--- config.mk ---
export PLATFORM = sky130hd
export DESIGN_NAME = cluster_mem_responder
export DESIGN_NICKNAME = d
export VERILOG_FILES = /design/src/rtl/cluster_mem_responder_pkg.sv /design/src/rtl/cluster_mem_responder_line_store_merge.sv /design/src/rtl/cluster_mem_responder.sv
export SDC_FILE = /design/constraint.sdc
export NUM_CORES = 1
export LEC_CHECK = 0
export BUFFER_PORTS_ARGS = -buffer_cell sky130_fd_sc_hd__buf_4
export CAP_MARGIN = 20
export CORE_MARGIN = 2
export CORE_UTILIZATION = 53
export CTS_BUF_LIST = sky130_fd_sc_hd__clkbuf_4 sky130_fd_sc_hd__clkbuf_8
export DETAILED_ROUTE_END_ITERATION = 6
export GPL_ROUTABILITY_DRIVEN = 0
export PLACE_DENSITY = 0.86
export SYNTH_ARGS = -nofsm -noshare
export SYNTH_HDL_FRONTEND = slang
export SYNTH_HIERARCHICAL = 1
export SYNTH_SLANG_ARGS = --single-unit
--- constraint.sdc ---
create_clock -name CLK -period 22.5 [get_ports CLK]
set_input_delay 4.5 -clock CLK [delete_from_list [all_inputs] [get_ports CLK]]
set_output_delay 4.5 -clock CLK [all_outputs]
set_load 0.03 [all_outputs]
--- src/rtl/cluster_mem_responder_pkg.sv ---
// Shared types and constants for the cluster memory responder.
package rvpc_mem_pkg;

    typedef enum logic [2:0] {
        ST_IDLE  = 3'd0,
        ST_RD    = 3'd1,
        ST_MERGE = 3'd2,
        ST_WR    = 3'd3,
        ST_RESP  = 3'd4
    } state_t;

    localparam logic [1:0] SZ_B = 2'd0;
    localparam logic [1:0] SZ_H = 2'd1;
    localparam logic [1:0] SZ_W = 2'd2;

    localparam int LINE_BYTES = 16;

    function automatic logic [2:0] size_bytes(input logic [1:0] sz);
        case (sz)
            SZ_B:    size_bytes = 3'd1;
            SZ_H:    size_bytes = 3'd2;
            SZ_W:    size_bytes = 3'd4;
            default: size_bytes = 3'd0;
        endcase
    endfunction

endpackage

--- src/rtl/cluster_mem_responder_line_store_merge.sv ---
// Combinational store-into-line merge plus alignment check for one request.
module line_store_merge
    import rvpc_mem_pkg::*;
#(
    parameter int LINE_W = 128
) (
    input  logic [LINE_W-1:0] i_line,
    input  logic [3:0]        i_off,
    input  logic [1:0]        i_size,
    input  logic [31:0]       i_wdata,
    output logic [LINE_W-1:0] o_line,
    output logic              o_misalign
);

    logic [2:0] w_nb;

    assign w_nb       = size_bytes(i_size);
    assign o_misalign = (i_size == SZ_H && i_off[0]) ||
                        (i_size == SZ_W && i_off[1:0] != 2'd0) ||
                        (i_size == 2'd3);

    // An aligned access never crosses the line, so byte b takes store byte (b - off).
    for (genvar b = 0; b < LINE_W / 8; b++) begin : g_byte
        logic [4:0] w_rel;
        logic       w_hit;
        assign w_rel = 5'(b) - {1'b0, i_off};
        assign w_hit = (5'(b) >= {1'b0, i_off}) && (w_rel < {2'b00, w_nb});
        assign o_line[8*b +: 8] = w_hit ? i_wdata[{w_rel[1:0], 3'b000} +: 8]
                                        : i_line[8*b +: 8];
    end

endmodule

--- src/rtl/cluster_mem_responder.sv ---
// Memory-side responder: one line fetch/update per request, RMW for stores.
// Optional single-entry line buffer enabled by CLUSTER_MEM_LINE_BUF_EN.
module cluster_mem_responder
    import rvpc_mem_pkg::*;
#(
    parameter int ADDR_W = 32,
    parameter int LINE_W = 128
) (
    input  logic              CLK,
    input  logic              RST,
    input  logic              i_req_valid,
    input  logic [ADDR_W-1:0] i_req_addr,
    input  logic              i_req_we,
    input  logic [2:0]        i_req_ctrl,
    input  logic [31:0]       i_req_wdata,
    input  logic              i_req_iscode,
    input  logic              i_buf_flush,
    output logic              o_busy,
    output logic              o_resp_valid,
    output logic              o_resp_err,
    output logic [LINE_W-1:0] o_insn_data,
    output logic [LINE_W-1:0] o_data_data,
    output logic              o_mem_req,
    output logic              o_mem_we,
    output logic [ADDR_W-5:0] o_mem_addr,
    output logic [LINE_W-1:0] o_mem_wdata,
    input  logic              i_mem_ack,
    input  logic [LINE_W-1:0] i_mem_rdata
);

    state_t r_state, w_next;

    logic [ADDR_W-1:0] r_addr;
    logic              r_we;
    logic [1:0]        r_size;
    logic [31:0]       r_wdata;
    logic              r_iscode;
    logic [LINE_W-1:0] r_line;
    logic              r_busy, r_resp_valid, r_resp_err;
    logic [LINE_W-1:0] r_insn_data, r_data_data, r_mem_wdata;

    logic              w_idle, w_accept, w_misalign, w_err, w_hit;
    logic [3:0]        w_off;
    logic [1:0]        w_size;
    logic [LINE_W-1:0] w_merged, w_buf_line, w_ld_line;
    logic              w_ld, w_code;
    logic              w_unused;

    assign w_idle   = (r_state == ST_IDLE);
    assign w_accept = w_idle && i_req_valid;
    assign w_off    = w_idle ? i_req_addr[3:0] : r_addr[3:0];
    assign w_size   = w_idle ? i_req_ctrl[1:0] : r_size;
    assign w_err    = w_accept && w_misalign;
    assign w_unused = i_req_ctrl[2] ^ i_buf_flush;

    line_store_merge #(.LINE_W(LINE_W)) u_merge (
        .i_line     (r_line),
        .i_off      (w_off),
        .i_size     (w_size),
        .i_wdata    (r_wdata),
        .o_line     (w_merged),
        .o_misalign (w_misalign)
    );

`ifdef CLUSTER_MEM_LINE_BUF_EN
    logic              r_buf_vld;
    logic [ADDR_W-5:0] r_buf_tag;
    logic [LINE_W-1:0] r_buf_line;

    // A flush in the request cycle forces a miss so stale data is never returned.
    assign w_hit      = r_buf_vld && !i_buf_flush && (r_buf_tag == i_req_addr[ADDR_W-1:4]);
    assign w_buf_line = r_buf_line;

    always_ff @(posedge CLK or posedge RST) begin
        if (RST) begin
            r_buf_vld  <= 1'b0;
            r_buf_tag  <= '0;
            r_buf_line <= '0;
        end else if (i_buf_flush) begin
            r_buf_vld <= 1'b0;
        end else if (i_mem_ack && (r_state == ST_RD || r_state == ST_WR)) begin
            r_buf_vld  <= 1'b1;
            r_buf_tag  <= r_addr[ADDR_W-1:4];
            r_buf_line <= (r_state == ST_RD) ? i_mem_rdata : r_line;
        end
    end
`else
    assign w_hit      = 1'b0;
    assign w_buf_line = '0;
`endif

    always_ff @(posedge CLK or posedge RST) begin
        if (RST) r_state <= ST_IDLE;
        else     r_state <= w_next;
    end

    always_comb begin
        w_next = r_state;
        case (r_state)
            ST_IDLE: if (i_req_valid) begin
                if (w_misalign)  w_next = ST_RESP;
                else if (w_hit)  w_next = i_req_we ? ST_MERGE : ST_RESP;
                else             w_next = ST_RD;
            end
            ST_RD:    if (i_mem_ack) w_next = r_we ? ST_MERGE : ST_RESP;
            ST_MERGE: w_next = ST_WR;
            ST_WR:    if (i_mem_ack) w_next = ST_RESP;
            ST_RESP:  w_next = ST_IDLE;
            default:  w_next = ST_IDLE;
        endcase
    end

    // Successful completions load a return bus on the edge into RESP.
    always_comb begin
        w_ld      = 1'b0;
        w_ld_line = i_mem_rdata;
        case (r_state)
            ST_IDLE: if (w_accept && !w_misalign && w_hit && !i_req_we) begin
                w_ld      = 1'b1;
                w_ld_line = w_buf_line;
            end
            ST_RD: if (i_mem_ack && !r_we) w_ld = 1'b1;
            ST_WR: if (i_mem_ack) begin
                w_ld      = 1'b1;
                w_ld_line = r_line;
            end
            default: ;
        endcase
    end

    assign w_code = w_idle ? (i_req_iscode && !i_req_we) : (r_iscode && !r_we);

    always_ff @(posedge CLK or posedge RST) begin
        if (RST) begin
            r_addr       <= '0;
            r_we         <= 1'b0;
            r_size       <= 2'd0;
            r_wdata      <= '0;
            r_iscode     <= 1'b0;
            r_line       <= '0;
            r_busy       <= 1'b0;
            r_resp_valid <= 1'b0;
            r_resp_err   <= 1'b0;
            r_insn_data  <= '0;
            r_data_data  <= '0;
            r_mem_wdata  <= '0;
        end else begin
            r_resp_valid <= w_ld || w_err;
            r_resp_err   <= w_err;
            if (w_accept) begin
                r_addr   <= i_req_addr;
                r_we     <= i_req_we;
                r_size   <= i_req_ctrl[1:0];
                r_wdata  <= i_req_wdata;
                r_iscode <= i_req_iscode;
                r_busy   <= 1'b1;
                if (w_hit) r_line <= w_buf_line;
            end
            if (r_state == ST_RD && i_mem_ack) r_line <= i_mem_rdata;
            if (r_state == ST_MERGE) begin
                r_line      <= w_merged;
                r_mem_wdata <= w_merged;
            end
            if (r_state == ST_RESP) r_busy <= 1'b0;
            if (w_ld) begin
                if (w_code) r_insn_data <= w_ld_line;
                else        r_data_data <= w_ld_line;
            end
        end
    end

    assign o_busy       = r_busy;
    assign o_resp_valid = r_resp_valid;
    assign o_resp_err   = r_resp_err;
    assign o_insn_data  = r_insn_data;
    assign o_data_data  = r_data_data;
    assign o_mem_req    = (r_state == ST_RD) || (r_state == ST_WR);
    assign o_mem_we     = (r_state == ST_WR);
    assign o_mem_addr   = r_addr[ADDR_W-1:4];
    assign o_mem_wdata  = r_mem_wdata;

endmodule

==> results.toml, run 1 <==
[clocking]
tritoncts_num_sinks = 586
cts_tree = "done"
holdBufCountCts = 0
cts.clk_slew.worst_paths_ps = 70
cts_inserted_buffers = 96
cts.repair_timing.setup_buffer_count = 0
cts_root_buffer = "clkbuf_8"
maximum_clock_insertion_buffer_count = 3
clock_latency_ps = 680
cts.htree.levels = 3
postCtsResizedCells = 0

[global_routing]
grt.overflow.total = 0
first_global_vias = 21300
global_route.usage.met2_pct = 51.1
largest_net_degree_at_the_start_of_global_routing = 103
gr-usage-met1_pct = 36.0
top_usage_layer = "met2"
grt_pass1_wl_um = 129000
met3_usage_pct = 6.69
initial_antenna_violation_count = 17
gr-usage-all-layers_pct = 30.3

[layout]
finished_core_util_pct = 66.6
fin_nets = 2970
post_route_cells_drive_above_1_share_pct = 50.1
syn_to_final_growth_pct = 23.6

[setup_path]
crit_end = "r_line[49]"
ff2ff_setup_slack_ps = 16360
critical_path_class = "in2reg"
max_stage_delay_ps = 1010
cp_max_fo = 25
reg2reg_capture_point = "r_line[49]"
startpoint_type = "input port"
timing.critical_path.slowest_stage_cell = "ha_1"
path_depth_of_the_worst_reg2reg_path = 12
worst_reg2reg_path_startpoint = "r_state[2]"
endpoint_kind = "flop"
crit_path_cell_trace = "buf_4 > mux2_2 > inv_1 > ha_1 > inv_1 > ha_1 > o311a_1 > a211oi_1 > nand3_1 > mux2_2 > mux2_2 > mux2_2"
crit_arrival_ps = 9130
worst_setup_path_startpoint = "i_req_addr[1]"
path_common_cell = "mux2_2"
timing.critical_path.required_ps = 23050

[drt]
drt_drc_violations_left = 0
dr.first_iter.drc_count = 1141
drt-wirelength-per-cell_um = 24.5
drt_wl_total_um = 86400
detailroute.via_count = 19800
via_per_inst = 5.63
route.antenna.remaining_nets = 0
drt_first_pass_iters = 5

[die]
placeableCoreArea_um2 = 54000
chip_width_um = 238
die_area_um2 = 56800
start_util_pct = 53.8
rows = 85
floorplan.die.height_um = 238
io_pins = 619

[power_and_ir_drop]
vdd_ir_drop_max_mv = 0.110
p_leak_uw = 0.0173
power_density_nw_per_um2 = 188

[hold_path]
hp-class = "reg2reg"

[timing]
grt_setup_unrepaired = "false"
slew_headroom_pct = 28.2
layout_setup_ws_ps = 13920
worst_pin_slew_ps = 1080
fin_crit_ps = 8580
setup_tns_ps = 0
fmax_ghz = 0.117
fin_crit_sh_pct = 38.1
finalSetupViolations = 0
fin_worst_skew_ps = 23.6
finalMaxSlewViolations = 0
timing_hold_violations_final = 0

[yosys]
yosysWarnings = 6
netlist_top_cells_area = "dfrtp_1, mux2_2, mux2i_1"
async_reset_ff_share_pct = 100
yosysSeqAreaShare_pct = 50.4
syn_avg_cell_area_um2 = 13.6
ys_seq_elements = 586
synth-xor-area-share_pct = 0.181
multiplexer_share_of_the_synthesized_area_pct = 38.5
synth_adder_area_share_pct = 1.20
synth_cell_types = 51
post-synth-top-area-cell = "dfrtp_1"
synth_compound_gate_area_share_pct = 0.830
synth-edff-count = 0
synth_fp_nets = 2369
yosys_most_used_dff = "dfrtp_1"
largest_family_of_logic_cells_by_synthesized_area = "multiplexers"
syn-cell-area_um2 = 29100
post_synth_and_or_nand_nor_area_fraction_pct = 1.57
post-synth-top-area-fraction_pct = 50.4
synthesis.instances = 2139

[status]
status = "finished, final reports clean"

[placed_design]
minimum_setup_slack_after_placement_ps = 13180
io_buffer_count = 616
hpwl_um = 61600

[flow_run]
max_cap_violations = 0
## cells in the mapped netlist (2+ instances only)
| library cell | number |
|---|---|
| dfrtp_1 | 586 |
| mux2_2 | 538 |
| mux2i_1 | 385 |
| inv_1 | 268 |
| buf_4 | 74 |
| mux2_1 | 39 |
| buf_6 | 36 |
| mux4_2 | 32 |
| ha_1 | 28 |
| buf_2 | 27 |
| nand2_1 | 16 |
| a21oi_1 | 11 |
| o21ai_0 | 10 |
| mux2_4 | 9 |
| nor2_1 | 9 |
| nor2b_1 | 9 |
| nand3_1 | 6 |
| xnor2_1 | 5 |
| or3b_1 | 4 |
| and2_1 | 3 |
| clkbuf_1 | 3 |
| nand3b_1 | 3 |
| a211oi_1 | 2 |
| a31oi_1 | 2 |
| nand2b_1 | 2 |
| nand4b_1 | 2 |
| nor3_1 | 2 |
| nor3_2 | 2 |
| o21bai_1 | 2 |
| o311a_1 | 2 |
| or3_1 | 2 |
## placed cells by master, fill, tap and decap left out, drive strengths merged, types with 3 or more instances in the layout
cell,Yosys,final
nor2b,10,10
or3b,4,4
nand3,6,6
ha,28,28
clkinv,1,11
xnor2,5,5
mux4,32,32
bufinv,0,4
dfrtp,586,586
nor3,4,4
buf,137,643
diode,0,12
mux2i,385,385
nand3b,3,3
a211oi,3,3
mux2,586,586
o21ai,10,10
nor2,9,9
nand2,16,16
a21oi,12,12
clkbuf,3,157
and2,3,3
inv,268,272
## critical path, delay by kind of cell
kind            cells  cell delay (ps)
buf+inv             3              550
mux                 4             1650
fa+ha+maj           2             1350
compound gates      2              470
simple gates        1              590
## metal layers
metal,vias to the layer above,part of all wire [%]
li1,8616,-
met1,10200,37
met2,804,50
met3,218,7.5
met4,0,5.4
met5,-,0
## per-stage QoR
step	power (uW)	hold slack (ps)	instances	area (um^2)
3_3_place_gp	5540	474	3337	33700
5_1_grt	7060	517	3523	36000
6_report	6750	504	3527	36000
3_5_place_dp	5690	490	3337	33700
2_1_floorplan	4320	473	2139	29100
4_1_cts	6770	505	3514	35900
## power breakdown
part | total [uW] | internal (uW) | switching [uW]
logic | 3730 | 1510 | 2220
clock network | 1040 | 604 | 439
registers | 1970 | 1590 | 378
total | 6750 | 3710 | 3040
## area by class of cell
| class | instances | area [um^2] |
|---|---|---|
| Timing Repair Buffer | 643 | 4850 |
| Sequential cell | 586 | 14700 |
| Clock inverter | 20 | 225 |
| Antenna cell | 12 | 30.0 |
| Fill cell | 3809 | 18100 |
| Multi-Input combinational cell | 1144 | 12300 |
| Tap cell | 696 | 871 |
| Inverter | 269 | 1020 |
| Clock buffer | 157 | 1980 |
## flip-flops by register name (all words and copies together), names as in the netlist
name,flops
r_addr,32
o_insn_data,128
o_resp_valid,1
r_state,3
o_busy,1
r_iscode,1
r_line,128
o_mem_wdata,128
o_data_data,128
r_size,2
r_wdata,32
r_we,1
o_resp_err,1
## worst min path at each step
| stage | slack, ps | depth (start not counted) | to | startpoint |
|---|---|---|---|---|
| 4_1_cts | 510 | 1 | o_mem_wdata[118] | o_mem_wdata[118] |
| 6_report | 500 | 1 | o_mem_wdata[112] | o_mem_wdata[112] |
| 2_1_floorplan | 470 | 1 | r_iscode | r_iscode |
| 3_3_place_gp | 470 | 1 | o_mem_wdata[115] | o_mem_wdata[115] |
| 5_1_grt | 520 | 1 | r_addr[30] | r_addr[30] |
| 3_5_place_dp | 490 | 1 | o_mem_wdata[118] | o_mem_wdata[118] |
## kinds of logic (layout without fill, tap and decap cells)
family	after synthesis	count (layout)
fa+ha+maj	28	28
buf+inv	409	1089
xor+xnor	6	6
simple gates	70	70
flops	586	586
mux	1003	1003
other cells	0	12
compound gates	37	37
(Power assumes the default switching activity.)
==> inputs of run 2 (changes only) <==
==> constraint.sdc (replaced) <==
create_clock -name CLK -period 8.1 [get_ports CLK]
set_input_delay 1.62 -clock CLK [delete_from_list [all_inputs] [get_ports CLK]]
set_output_delay 1.62 -clock CLK [all_outputs]
set_load 0.03 [all_outputs]
==> results.toml, run 2 (same netlist as run 1, synthesis figures left out) <==
[die]
io_pins = 619
floorplan.die.height_um = 238
rows = 85
placeableCoreArea_um2 = 54000
die_area_um2 = 56800
chip_width_um = 238
start_util_pct = 53.8

[drt]
drt_wl_total_um = 85400
route.antenna.remaining_nets = 0
drt_drc_violations_left = 0
via_per_inst = 5.59
drt_first_pass_iters = 5
detailroute.via_count = 19600
dr.first_iter.drc_count = 1120
drt-wirelength-per-cell_um = 24.3

[layout]
finished_core_util_pct = 66.1
syn_to_final_growth_pct = 22.8
fin_nets = 2968
layout.cell_area.non_filler_um2 = 35700
post_route_cells_drive_above_1_share_pct = 49.8
final-instance-count-excl-fill = 3509
most_frequent_cells_in_the_layout = "buf_4, dfrtp_1, mux2_2"
layout.filler_cells = 3825
multi_input_area_um2 = 12300
layout.cells.most_common = "buf_4"
final-seq-area_um2 = 14700

[power_and_ir_drop]
power_density_nw_per_um2 = 517
total_power_uw = 18500
clkPwrFrac_pct = 14.5
vdd_ir_drop_max_mv = 0.374
power.share.combinational_pct = 56.0
p_leak_uw = 0.0172
power_frac_seq_pct = 29.6
intPower_uw = 10100
power.net_switching_uw = 8370
p_sw_share_pct = 45.3

[clocking]
postCtsResizedCells = 0
cts_tree = "done"
cts_root_buffer = "clkbuf_8"
clock_latency_ps = 670
cts.clk_slew.worst_paths_ps = 60
cts_inserted_buffers = 96
maximum_clock_insertion_buffer_count = 3
cts.repair_timing.setup_buffer_count = 0
holdBufCountCts = 0
cts.htree.levels = 3
tritoncts_num_sinks = 586

[timing]
grt_setup_unrepaired = "false"
finalMaxSlewViolations = 0
worst_pin_slew_ps = 1140
fmax_ghz = 0.175
fin_crit_ps = 5700
hold_ws_ps = 490
slew_headroom_pct = 24.2
fin_worst_skew_ps = 33.4
timing_hold_violations_final = 0
fin_crit_sh_pct = 70.4
finalSetupViolations = 0

[setup_path]
startpoint_type = "flop"
critical_path_class = "reg2reg"
cp_max_fo = 25
timing.critical_path.required_ps = 8660
endpoint_kind = "flop"
crit_arrival_ps = 6260
ff2ff_setup_slack_ps = 2400

[placed_design]
place_inst = 3336
hpwl_um = 60800
placed_area_um2 = 33700
io_buffer_count = 616

[global_routing]
gr-usage-all-layers_pct = 29.6
initial_antenna_violation_count = 17
first_global_vias = 20800
grt.overflow.total = 0
largest_net_degree_at_the_start_of_global_routing = 170
grt_pass1_wl_um = 127000

[flow_run]
max_cap_violations = 0

[hold_path]
hp-class = "reg2reg"

[status]
status = "finished, final reports clean"
==> run 2: cell types whose count changed in the layout (fill, tap and decap cells not counted) <==
cell       delta
bufinv_16     -3
clkbuf_4      +4
inv_8         -1
clkbuf_8     -11
buf_16        -1
clkinv_4      +1
buf_12        +3
diode_2       -2
buf_4         -4
clkinv_2      -4
==> run 2: worst max-delay path, cell delays in order, from the launching register on <==
cell      delay [ps]
dfrtp_1          540
nor3_1           760
mux2_2           780
inv_1            340
ha_1             380
buf_4            310
inv_1            100
ha_1             310
o311a_1          110
a211oi_1         320
nand3_1          570
mux2_2           500
mux2_2           270
mux2_2           260
==> run 2: path summary, 6_finish.rpt <==
check                      cells after the start             start               end
hold / removal                                 1  o_mem_wdata[113]  o_mem_wdata[113]
min in group asynchronous                      2               RST   o_data_data[35]
hold reg to reg                                1  o_mem_wdata[113]  o_mem_wdata[113]
setup reg to reg                              13        r_state[2]        r_line[54]
setup / recovery                              13        r_state[2]        r_line[54]
max in group asynchronous                      4               RST       r_line[118]
==> run 2: final cells by class <==
| cell class | instances | share of cell area [%] |
|---|---|---|
| flip-flops and latches | 586 | 41.0 |
| multi-input cells | 1144 | 34.5 |
| inverters | 269 | 2.84 |
| clock inverters | 13 | 0.326 |
| repair buffers | 641 | 13.6 |
| clock buffers | 150 | 5.20 |
| well taps | 696 | 2.44 |
| diodes | 10 | 0.0700 |
==> run 2: metal layers <==
metal / up-vias / GRT usage (%) / part of all wire (%)
met5: - / 0 / 0.019
met1: 10100 / 35.2 / 38
li1: 8592 / - / -
met3: 196 / 6.63 / 6.8
met4: 2 / 14.8 / 4.9
met2: 768 / 50.7 / 50
==> run 2: power by group through the flow <==
stage          Sequential [uW]  Clock, uW  Combinational, uW
6_report                  5460       2670              10300
3_3_place_gp              5350          0              10000
5_1_grt                   5620       2870              10800
4_1_cts                   5450       2730              10400
2_1_floorplan             7110          0               4890
3_5_place_dp              5480          0              10300
==> run 2: stage by stage <==
step / worst slack (ps) / TNS, ps
6_report: 2400 / 0
5_1_grt: 2000 / 0
4_1_cts: 2400 / 0
3_5_place_dp: 2140 / 0
3_3_place_gp: 2290 / 0
2_1_floorplan: -1510 / -883340
==> inputs of run 3 (changes only) <==
==> constraint.sdc (replaced) <==
create_clock -name CLK -period 5.3 [get_ports CLK]
set_input_delay 1.06 -clock CLK [delete_from_list [all_inputs] [get_ports CLK]]
set_output_delay 1.06 -clock CLK [all_outputs]
set_load 0.03 [all_outputs]
==> results.toml, run 3 (same netlist as run 1, synthesis figures left out) <==
[timing]
timing_hold_violations_final = 0
fin_crit_sh_pct = 88.6
fmax_ghz = 0.213
fin_worst_skew_ps = 30.5
worst_pin_slew_ps = 1120
grt_setup_unrepaired = "false"
finalMaxSlewViolations = 0
slew_headroom_pct = 25.1
layout_setup_ws_ps = 606
fin_crit_ps = 4690
finalSetupViolations = 0

[power_and_ir_drop]
power.net_switching_uw = 12800
vdd_ir_drop_max_mv = 0.448
power_density_nw_per_um2 = 791
p_sw_share_pct = 45.1
intPower_uw = 15600
total_power_uw = 28500
p_leak_uw = 0.0173
power.share.combinational_pct = 55.7
clkPwrFrac_pct = 14.9
power_frac_seq_pct = 29.4

[setup_path]
critical_path_class = "reg2reg"
cp_num_cells = 13
worst_setup_path_startpoint = "r_state[2]"
crit_arrival_ps = 5250
max_stage_delay_ps = 730
path_common_cell = "mux2_2"
crit_family = "multiplexers"
cp_max_fo = 10
path_depth_of_the_worst_reg2reg_path = 13
worst_reg2reg_path_startpoint = "r_state[2]"
timing.critical_path.required_ps = 5860
endpoint_kind = "flop"
startpoint_type = "flop"
crit_path_cell_trace = "nor3_1 > buf_4 > mux2_2 > inv_1 > ha_1 > xor2_1 > ha_1 > o311a_1 > a211oi_2 > or3b_1 > mux2_4 > mux2_2 > mux2_2"
timing.critical_path.slowest_stage_cell = "or3b_1"
critical_path.n_buffers_inverters = 2

[die]
chip_width_um = 238
rows = 85
floorplan.die.height_um = 238
placeableCoreArea_um2 = 54000
die_area_um2 = 56800
io_pins = 619
start_util_pct = 53.8

[placed_design]
hpwl_um = 60600
io_buffer_count = 616
minimum_setup_slack_after_placement_ps = 513

[clocking]
holdBufCountCts = 0
clock_latency_ps = 680
cts_root_buffer = "clkbuf_8"
cts.htree.levels = 3
cts.repair_timing.setup_buffer_count = 0
maximum_clock_insertion_buffer_count = 3
cts.clk_slew.worst_paths_ps = 60
cts_inserted_buffers = 98
cts_tree = "done"
postCtsResizedCells = 0
tritoncts_num_sinks = 586

[status]
status = "finished, final reports clean"

[layout]
layout.cells.most_common = "buf_4"
finished_core_util_pct = 66.6
most_frequent_cells_in_the_layout = "buf_4, dfrtp_1, mux2_2"
syn_to_final_growth_pct = 23.7
post_route_cells_drive_above_1_share_pct = 50.0
fin_nets = 2972

[drt]
detailroute.via_count = 19600
dr.first_iter.drc_count = 1171
drt_drc_violations_left = 0
route.antenna.remaining_nets = 0
drt_first_pass_iters = 4
via_per_inst = 5.57
drt-wirelength-per-cell_um = 24.2
drt_wl_total_um = 85200

[global_routing]
gr-usage-all-layers_pct = 29.8
first_global_vias = 20900
initial_antenna_violation_count = 25
grt.overflow.total = 0
grt_pass1_wl_um = 127000
largest_net_degree_at_the_start_of_global_routing = 171

[hold_path]
hp-class = "reg2reg"
worst_hold_path.num_cells = 1
hold_path.startpoint = "o_mem_wdata[114]"

[flow_run]
max_cap_violations = 0
-- run 3: cell count changes in the layout (fill, tap and decap cells not counted) --
| cell | change |
|---|---|
| buf_4 | -6 |
| clkinvlp_4 | +3 |
| clkbuf_8 | +11 |
| clkbuf_4 | -1 |
| inv_6 | -2 |
| buf_12 | +8 |
| clkinv_4 | -1 |
| diode_2 | +3 |
-- run 3: layout make-up --
| type | count | area (um^2) |
|---|---|---|
| tap | 696 | 871 |
| antenna | 13 | 32.5 |
| clock buffer | 160 | 2000 |
| multi-input combinational | 1144 | 12300 |
| timing repair buffer | 643 | 4960 |
| inverter | 269 | 1010 |
| fill | 3808 | 18000 |
| sequential | 586 | 14700 |
| clock inverter | 13 | 113 |
-- run 3: power groups by stage --
stage | Clock (uW) | Sequential, uW | Combinational [uW]
floorplan | 0 | 10900 | 7480
global placement | 0 | 8200 | 15300
detailed placement | 0 | 8380 | 15800
CTS | 4330 | 8340 | 15900
global route | 4560 | 8610 | 16600
finish | 4260 | 8360 | 15900
-- run 3: worst paths after layout --
path	to	slack, ps
min in group asynchronous	o_data_data[36]	510
max reg2reg	r_line[33]	610
max in group asynchronous	r_line[56]	3500
min reg2reg	o_mem_wdata[114]	490
min	o_mem_wdata[114]	490
max	r_line[33]	610
-- run 3: metrics by stage --
stage	hold slack (ps)	std cells	TNS, ps	area, um^2
finish	488	3524	0	36000
global route	499	3520	0	36000
CTS	471	3511	0	36000
detailed placement	478	3338	0	33800
global placement	474	3338	0	33800
floorplan	473	2139	-2195980	29100
-- run 3: routing by layer --
| metal | share of wire (%) | wire length (um) | track usage (%) |
|---|---|---|---|
| met3 | 7.4 | 6320 | 7.48 |
| met1 | 38 | 32100 | 35.5 |
| met4 | 4.8 | 4050 | 15.6 |
| met5 | 0.039 | 33 | 0 |
| met2 | 50 | 42700 | 50.0 |
